[src/rtl/uart_rx_io_if.sv]
// CPU-side IO-page bus seen by the UART receiver: address/strobe/mask in, read data out.
interface uart_rx_io_if;
  logic [31:0] mem_addr;
  logic        mem_rstrb;
  logic [31:0] mem_wdata;
  logic [3:0]  mem_wmask;
  logic [31:0] io_rdata;

  modport master (
    output mem_addr, mem_rstrb, mem_wdata, mem_wmask,
    input  io_rdata
  );

  modport slave (
    input  mem_addr, mem_rstrb, mem_wdata, mem_wmask,
    output io_rdata
  );
endinterface

[src/rtl/uart_rx_io.sv]
// Memory-mapped 8N1 UART receiver: deserialises rxd into a small FIFO that the CPU
// polls (status word) and pops (data word) through the IO page.
module uart_rx_io #(
  parameter int unsigned CLK_FREQ_HZ = 12000000,
  parameter int unsigned BAUD_RATE   = 115200,
  parameter int unsigned FIFO_DEPTH  = 4
) (
  input  logic        clk,
  input  logic        resetn,
  input  logic        rxd,
  uart_rx_io_if.slave bus
);

  localparam int unsigned DIV   = CLK_FREQ_HZ / BAUD_RATE;
  localparam int unsigned CNT_W = $clog2(DIV);
  localparam int unsigned AW    = $clog2(FIFO_DEPTH);
  localparam int unsigned PW    = AW + 1;

  localparam logic [1:0] S_IDLE  = 2'd0;
  localparam logic [1:0] S_START = 2'd1;
  localparam logic [1:0] S_DATA  = 2'd2;
  localparam logic [1:0] S_STOP  = 2'd3;

  logic             sync1_q, rx_s_q;
  logic [1:0]       state_q, state_d;
  logic [CNT_W-1:0] cnt_q, cnt_d;
  logic [2:0]       bitn_q, bitn_d;
  logic [7:0]       shift_q, shift_d;
  logic [PW-1:0]    wr_ptr_q, wr_ptr_d, rd_ptr_q, rd_ptr_d;
  logic             ovr_q, ovr_d, ferr_q, ferr_d;
  logic [31:0]      rdata_q, rdata_d;
  logic [7:0]       fifo_q [FIFO_DEPTH];

  logic       push_c, ferr_set_c;
  logic       nonempty_c, full_c, pop_c, push_ok_c, ovr_set_c;
  logic       io_sel_c, rx_rd_c, st_rd_c, st_wr_c;
  logic [7:0] head_c;
  logic       unused_bus;

  assign unused_bus = ^{bus.mem_wdata, bus.mem_addr[31:23], bus.mem_addr[21:7],
                        bus.mem_addr[4:0]};

  // Receiver FSM: mid-bit sampling driven by a down-counter reloaded each bit.
  always_comb begin
    state_d    = state_q;
    cnt_d      = cnt_q;
    bitn_d     = bitn_q;
    shift_d    = shift_q;
    push_c     = 1'b0;
    ferr_set_c = 1'b0;
    case (state_q)
      S_IDLE: begin
        if (!rx_s_q) begin
          cnt_d   = CNT_W'(DIV / 2 - 1);
          state_d = S_START;
        end
      end
      S_START: begin
        if (cnt_q == '0) begin
          if (rx_s_q) begin
            state_d = S_IDLE;
          end else begin
            cnt_d   = CNT_W'(DIV - 1);
            bitn_d  = 3'd0;
            state_d = S_DATA;
          end
        end else begin
          cnt_d = cnt_q - CNT_W'(1);
        end
      end
      S_DATA: begin
        if (cnt_q == '0) begin
          shift_d = {rx_s_q, shift_q[7:1]};
          cnt_d   = CNT_W'(DIV - 1);
          bitn_d  = bitn_q + 3'd1;
          if (bitn_q == 3'd7) state_d = S_STOP;
        end else begin
          cnt_d = cnt_q - CNT_W'(1);
        end
      end
      S_STOP: begin
        if (cnt_q == '0) begin
          push_c     = rx_s_q;
          ferr_set_c = ~rx_s_q;
          state_d    = S_IDLE;
        end else begin
          cnt_d = cnt_q - CNT_W'(1);
        end
      end
      default: state_d = S_IDLE;
    endcase
  end

  assign io_sel_c = bus.mem_addr[22];
  assign rx_rd_c  = io_sel_c & bus.mem_addr[5] & bus.mem_rstrb;
  assign st_rd_c  = io_sel_c & bus.mem_addr[6] & bus.mem_rstrb;
  assign st_wr_c  = io_sel_c & bus.mem_addr[6] & (|bus.mem_wmask);

  assign nonempty_c = (wr_ptr_q != rd_ptr_q);
  assign full_c     = (wr_ptr_q[AW] != rd_ptr_q[AW]) &&
                      (wr_ptr_q[AW-1:0] == rd_ptr_q[AW-1:0]);
  assign head_c     = nonempty_c ? fifo_q[rd_ptr_q[AW-1:0]] : 8'h00;
  assign pop_c      = rx_rd_c & nonempty_c;
  // A pop in the same cycle frees the slot, so a push at full only overruns without one.
  assign push_ok_c  = push_c & (~full_c | pop_c);
  assign ovr_set_c  = push_c & full_c & ~pop_c;

  // Pointers, sticky flags and the registered read-data word.
  always_comb begin
    wr_ptr_d = wr_ptr_q;
    rd_ptr_d = rd_ptr_q;
    ovr_d    = ovr_q;
    ferr_d   = ferr_q;
    rdata_d  = rdata_q;
    if (push_ok_c) wr_ptr_d = wr_ptr_q + PW'(1);
    if (pop_c)     rd_ptr_d = rd_ptr_q + PW'(1);
    if (st_wr_c) begin
      ovr_d  = 1'b0;
      ferr_d = 1'b0;
    end
    if (ovr_set_c)  ovr_d  = 1'b1;
    if (ferr_set_c) ferr_d = 1'b1;
    if (rx_rd_c) begin
      rdata_d = {23'b0, nonempty_c, head_c};
    end else if (st_rd_c) begin
      rdata_d = {28'b0, full_c, ferr_q, ovr_q, nonempty_c};
    end else if (bus.mem_rstrb) begin
      rdata_d = 32'b0;
    end
  end

  always_ff @(posedge clk or negedge resetn) begin
    if (!resetn) begin
      sync1_q  <= 1'b1;
      rx_s_q   <= 1'b1;
      state_q  <= S_IDLE;
      cnt_q    <= '0;
      bitn_q   <= 3'd0;
      shift_q  <= 8'h00;
      wr_ptr_q <= '0;
      rd_ptr_q <= '0;
      ovr_q    <= 1'b0;
      ferr_q   <= 1'b0;
      rdata_q  <= 32'b0;
    end else begin
      sync1_q  <= rxd;
      rx_s_q   <= sync1_q;
      state_q  <= state_d;
      cnt_q    <= cnt_d;
      bitn_q   <= bitn_d;
      shift_q  <= shift_d;
      wr_ptr_q <= wr_ptr_d;
      rd_ptr_q <= rd_ptr_d;
      ovr_q    <= ovr_d;
      ferr_q   <= ferr_d;
      rdata_q  <= rdata_d;
    end
  end

  // Storage needs no reset: the pointers define which entries are valid.
  always_ff @(posedge clk) begin
    if (push_ok_c) fifo_q[wr_ptr_q[AW-1:0]] <= shift_q;
  end

  assign bus.io_rdata = rdata_q;

endmodule

[src/flat_wrapper.sv]
// flat-port wrapper written by rule: the top's interface ports become plain ports
module uart_rx_io_flat 
#(
  parameter int unsigned CLK_FREQ_HZ = 12000000,
  parameter int unsigned BAUD_RATE   = 115200,
  parameter int unsigned FIFO_DEPTH  = 4
)
  (clk, resetn, rxd, bus_mem_addr, bus_mem_rstrb, bus_mem_wdata, bus_mem_wmask, bus_io_rdata);
  uart_rx_io_if bus_i ();
  input  logic clk;
  input  logic resetn;
  input  logic rxd;
  input wire logic [$bits(bus_i.mem_addr)-1:0] bus_mem_addr;
  input wire logic [$bits(bus_i.mem_rstrb)-1:0] bus_mem_rstrb;
  input wire logic [$bits(bus_i.mem_wdata)-1:0] bus_mem_wdata;
  input wire logic [$bits(bus_i.mem_wmask)-1:0] bus_mem_wmask;
  output wire logic [$bits(bus_i.io_rdata)-1:0] bus_io_rdata;
  assign bus_i.mem_addr = bus_mem_addr;
  assign bus_i.mem_rstrb = bus_mem_rstrb;
  assign bus_i.mem_wdata = bus_mem_wdata;
  assign bus_i.mem_wmask = bus_mem_wmask;
  assign bus_io_rdata = bus_i.io_rdata;
  uart_rx_io #(.CLK_FREQ_HZ(CLK_FREQ_HZ), .BAUD_RATE(BAUD_RATE), .FIFO_DEPTH(FIFO_DEPTH)) u_core (.clk(clk), .resetn(resetn), .rxd(rxd), .bus(bus_i));
endmodule
[config.mk]
export PLATFORM = sky130hd
export DESIGN_NAME = uart_rx_io_flat
export DESIGN_NICKNAME = d
export VERILOG_FILES = /design/src/rtl/uart_rx_io_if.sv /design/src/rtl/uart_rx_io.sv /design/src/flat_wrapper.sv
export SDC_FILE = /design/constraint.sdc
export NUM_CORES = 1
export LEC_CHECK = 0
export CORE_UTILIZATION = 40
export CTS_CLUSTER_DIAMETER = 80
export DETAILED_ROUTE_END_ITERATION = 10
export PLACE_DENSITY = 0.72
export SLEW_MARGIN = 20
export SYNTH_ARGS = -nofsm -noshare
export SYNTH_HDL_FRONTEND = slang
export SYNTH_SLANG_ARGS = --single-unit
[constraint.sdc]
create_clock -name clk -period 2.04 [get_ports clk]
set_input_delay 0.204 -clock clk [delete_from_list [all_inputs] [get_ports clk]]
set_output_delay 0.204 -clock clk [all_outputs]
set_load 0.03 [all_outputs]
==> impl_metrics.tcl <==
set metrics [dict create \
    synth-warning-count 0 \
    clkPwrFrac_pct 36.6 \
    grt-ovfl-total 0 \
    start_kind "flop" \
    crit_fanout 9 \
    cts-htree-levels 3 \
    yosysTopAreaCell "edfxtp_1" \
    dieArea_um2 9040 \
    nets 396 \
    report.final.slew_viol_count 0 \
    grt_pass1_wl_um 10400 \
    fmax_ghz 0.522 \
    insertion_delay_ns 0.35 \
    placed_cell_area_um2 3810 \
    cts_num_sinks 71 \
    hold_start "rxd" \
    area_growth_pct 16.9 \
    yosys_most_used_dff "dfrtp_1" \
    synth_seq_cells 71 \
    grt_start_max_net_pins 40 \
    cts-root-buf "clkbuf_8" \
    worstPathRequired_ns 2.28 \
    ant_nets 0 \
    die_w_um 95.1 \
    routed_wl_um 6370 \
    finalHoldViolations 0 \
    worstReg2RegEnd "u_core.cnt_q[0]" \
    switchingPower_uw 872 \
    setup.worst_path.class "reg2reg" \
    synth_area_leaders "edfxtp_1, dfrtp_1, buf_4" \
    mostFrequentLayoutCells "dfrtp_1, edfxtp_1, inv_1, conb_1, clkdlybuf4s50_1" \
    fin_cells 420 \
    async_reset_ff_share_pct 54.9 \
    p_per_area_nw_per_um2 780 \
    p_sw_share_pct 27.6 \
    rsz0062_at_grt "false" \
    critPathArrivalTime_ns 2.16 \
    grtUsageTotal_pct 15.5 \
    drive_gt1_share_pct 20.6 \
    dp_hpwl_um 4430 \
    hold_path_end "u_core.sync1_q" \
    holdPathStages 1 \
    fin_setup_tns_ns 0 \
    worst_clock_skew_ns 0.00890 \
    finalCritPeriodShare_pct 94.0 \
    pwr-share-comb_pct 14.1 \
    vias_per_cell 5.08 \
    vdd_ir_drop_max_mv 0.433 \
    clockBufferDepth 2 \
    post_drt_wl_per_cell_um 15.2 \
    synth_seq_area_share_pct 56.0 \
    fin_crit_ns 1.92 \
    syn_area_per_cell_um2 12.7 \
    cts_made_buffers 9 \
    p_seq_share_pct 49.3 \
    clk_pin_slew_ns 0.08 \
    num-fill-cells 679 \
    num_rows 33 \
    syn_inst 272 \
    layout_commonest_cell "dfrtp_1" \
    drt_iter0_markers 85 \
    rrSetupSlack_ns 0.12 \
    min_path_type "in2reg" \
    synth_area_um2 3460 \
    cap_violations 0 \
    cts_tree "done" \
    finalInstanceArea_um2 4050 \
    run_status "finished clean" \
    start_util_pct 41.7 \
    gp_congestion 0.852 \
    vias 2133 \
    die_h_um 95.1 \
    synthDistinctLibCells 54 \
    diodes 0 \
    pin_count 104 \
    synth-edff-count 32 \
    antenna_found_initial 0 \
    p_leak_nw 1.74 \
    drc 0 \
    dpl.cell_count 402 \
    portBuffers 19 \
    worst-r2r-cell-count 5 \
    synth_top_area_share_pct 27.7 \
    firstDrtPassIters 4 \
    setup_viol_count_final 0 \
    p_int_mw 2.29 \
    endpoint_kind "flop" \
    core_um2 8300 \
    grt_pass1_vias 2129 \
    r2r_start "u_core.cnt_q[1]" \
]
## timing repair
| item | CTS | global route |
|---|---|---|
| resized for setup | 0 | 6 |
| hold buffers | 1 | 0 |
| endpoints found under the hold margin | 37 | 0 |
| buffers inserted | 0 | 1 |
| setup endpoints to repair | 0 | 33 |
## cell type report
type	instances	area [um^2]	share of cell area, %
Multi-Input combinational cell	169	1320	32.5
Clock buffer	9	124	3.06
Tap cell	105	131	3.24
Inverter	24	90.1	2.22
Timing Repair Buffer	35	370	9.14
Sequential cell	71	1940	47.9
Clock inverter	7	78.8	1.95
## metrics by stage
stage	power, mW	hold WS (ns)	util [%]	setup WS [ns]
global placement	2.02	0.187	45.9	0.0988
CTS	3.20	0.259	48.5	0.0783
floorplan	1.95	-0.0916	-	0.0126
detailed placement	2.04	0.193	45.9	0.0884
global route	3.29	0.260	48.8	0.0171
finish	3.16	0.265	48.8	0.123
## how the worst max path moves through the flow
stage / to / startpoint / slack [ns] / cells after the start
final: u_core.cnt_q[0] / u_core.cnt_q[1] / 0.12 / 5
after global routing: u_core.fifo_q[3][1] / u_core.cnt_q[1] / 0.02 / 7
after CTS: u_core.fifo_q[2][0] / u_core.cnt_q[1] / 0.08 / 7
after detailed placement: u_core.fifo_q[2][4] / u_core.cnt_q[1] / 0.09 / 7
after global placement: u_core.fifo_q[0][4] / u_core.cnt_q[1] / 0.1 / 7
after floorplan: u_core.fifo_q[3][0] / u_core.cnt_q[0] / 0.01 / 6
## routing by layer
layer / GRT usage [%] / up-vias / part of all wire, %
li1: - / 1014 / -
met1: 19.3 / 1048 / 45
met2: 26.5 / 61 / 50
met3: 3.35 / 10 / 4.0
met4: 5.68 / 0 / 1.7
met5: 0 / - / 0
## kinds of logic after synthesis
family                   count (synthesis)  share of synthesized area (%)
XOR/XNOR                                 8                           2.02
AO/OA/AOI/OAI                           50                           9.53
AND/OR/NAND/NOR                         54                           9.32
adder cells (fa/ha/maj)                 14                           5.06
multiplexers                            20                           9.03
flip-flops                              71                           56.0
other                                    1                          0.108
buffers and inverters                   54                           8.96
## critical path, stage by stage, from the launching register on
cell,delay [ns]
dfrtp_1,0.40
inv_1,0.10
ha_2,0.21
or3b_4,0.42
o31a_1,0.43
o22a_1,0.24
## registers in the layout, summed over array words and instances (netlist names), named ones only
name,cells
u_core.state_q,1
u_core.wr_ptr_q,3
u_core.rd_ptr_q,3
u_core.bitn_q,3
u_core.ferr_q,1
u_core.rx_s_q,1
u_core.cnt_q,7
u_core.fifo_q,32
u_core.bus.io_rdata,9
u_core.shift_q,8
u_core.ovr_q,1
u_core.sync1_q,1
## Yosys cell counts, drive strengths merged, types with 5 or more instances
master,instances
dfrtp,37
edfxtp,32
buf,28
inv,24
a21oi,14
ha,14
nand2,11
mux2,10
nor2,10
o21ai,9
mux4,8
xnor2,6
and2,5
nand3,5
nor3,5
## power groups by stage
stage	clock network, mW	registers (mW)	logic (mW)
floorplan	0	1.59	0.359
global placement	0	1.59	0.438
detailed placement	0	1.59	0.448
CTS	1.18	1.56	0.454
finish	1.16	1.56	0.444
global route	1.24	1.56	0.489
(Power assumes the default switching activity.)
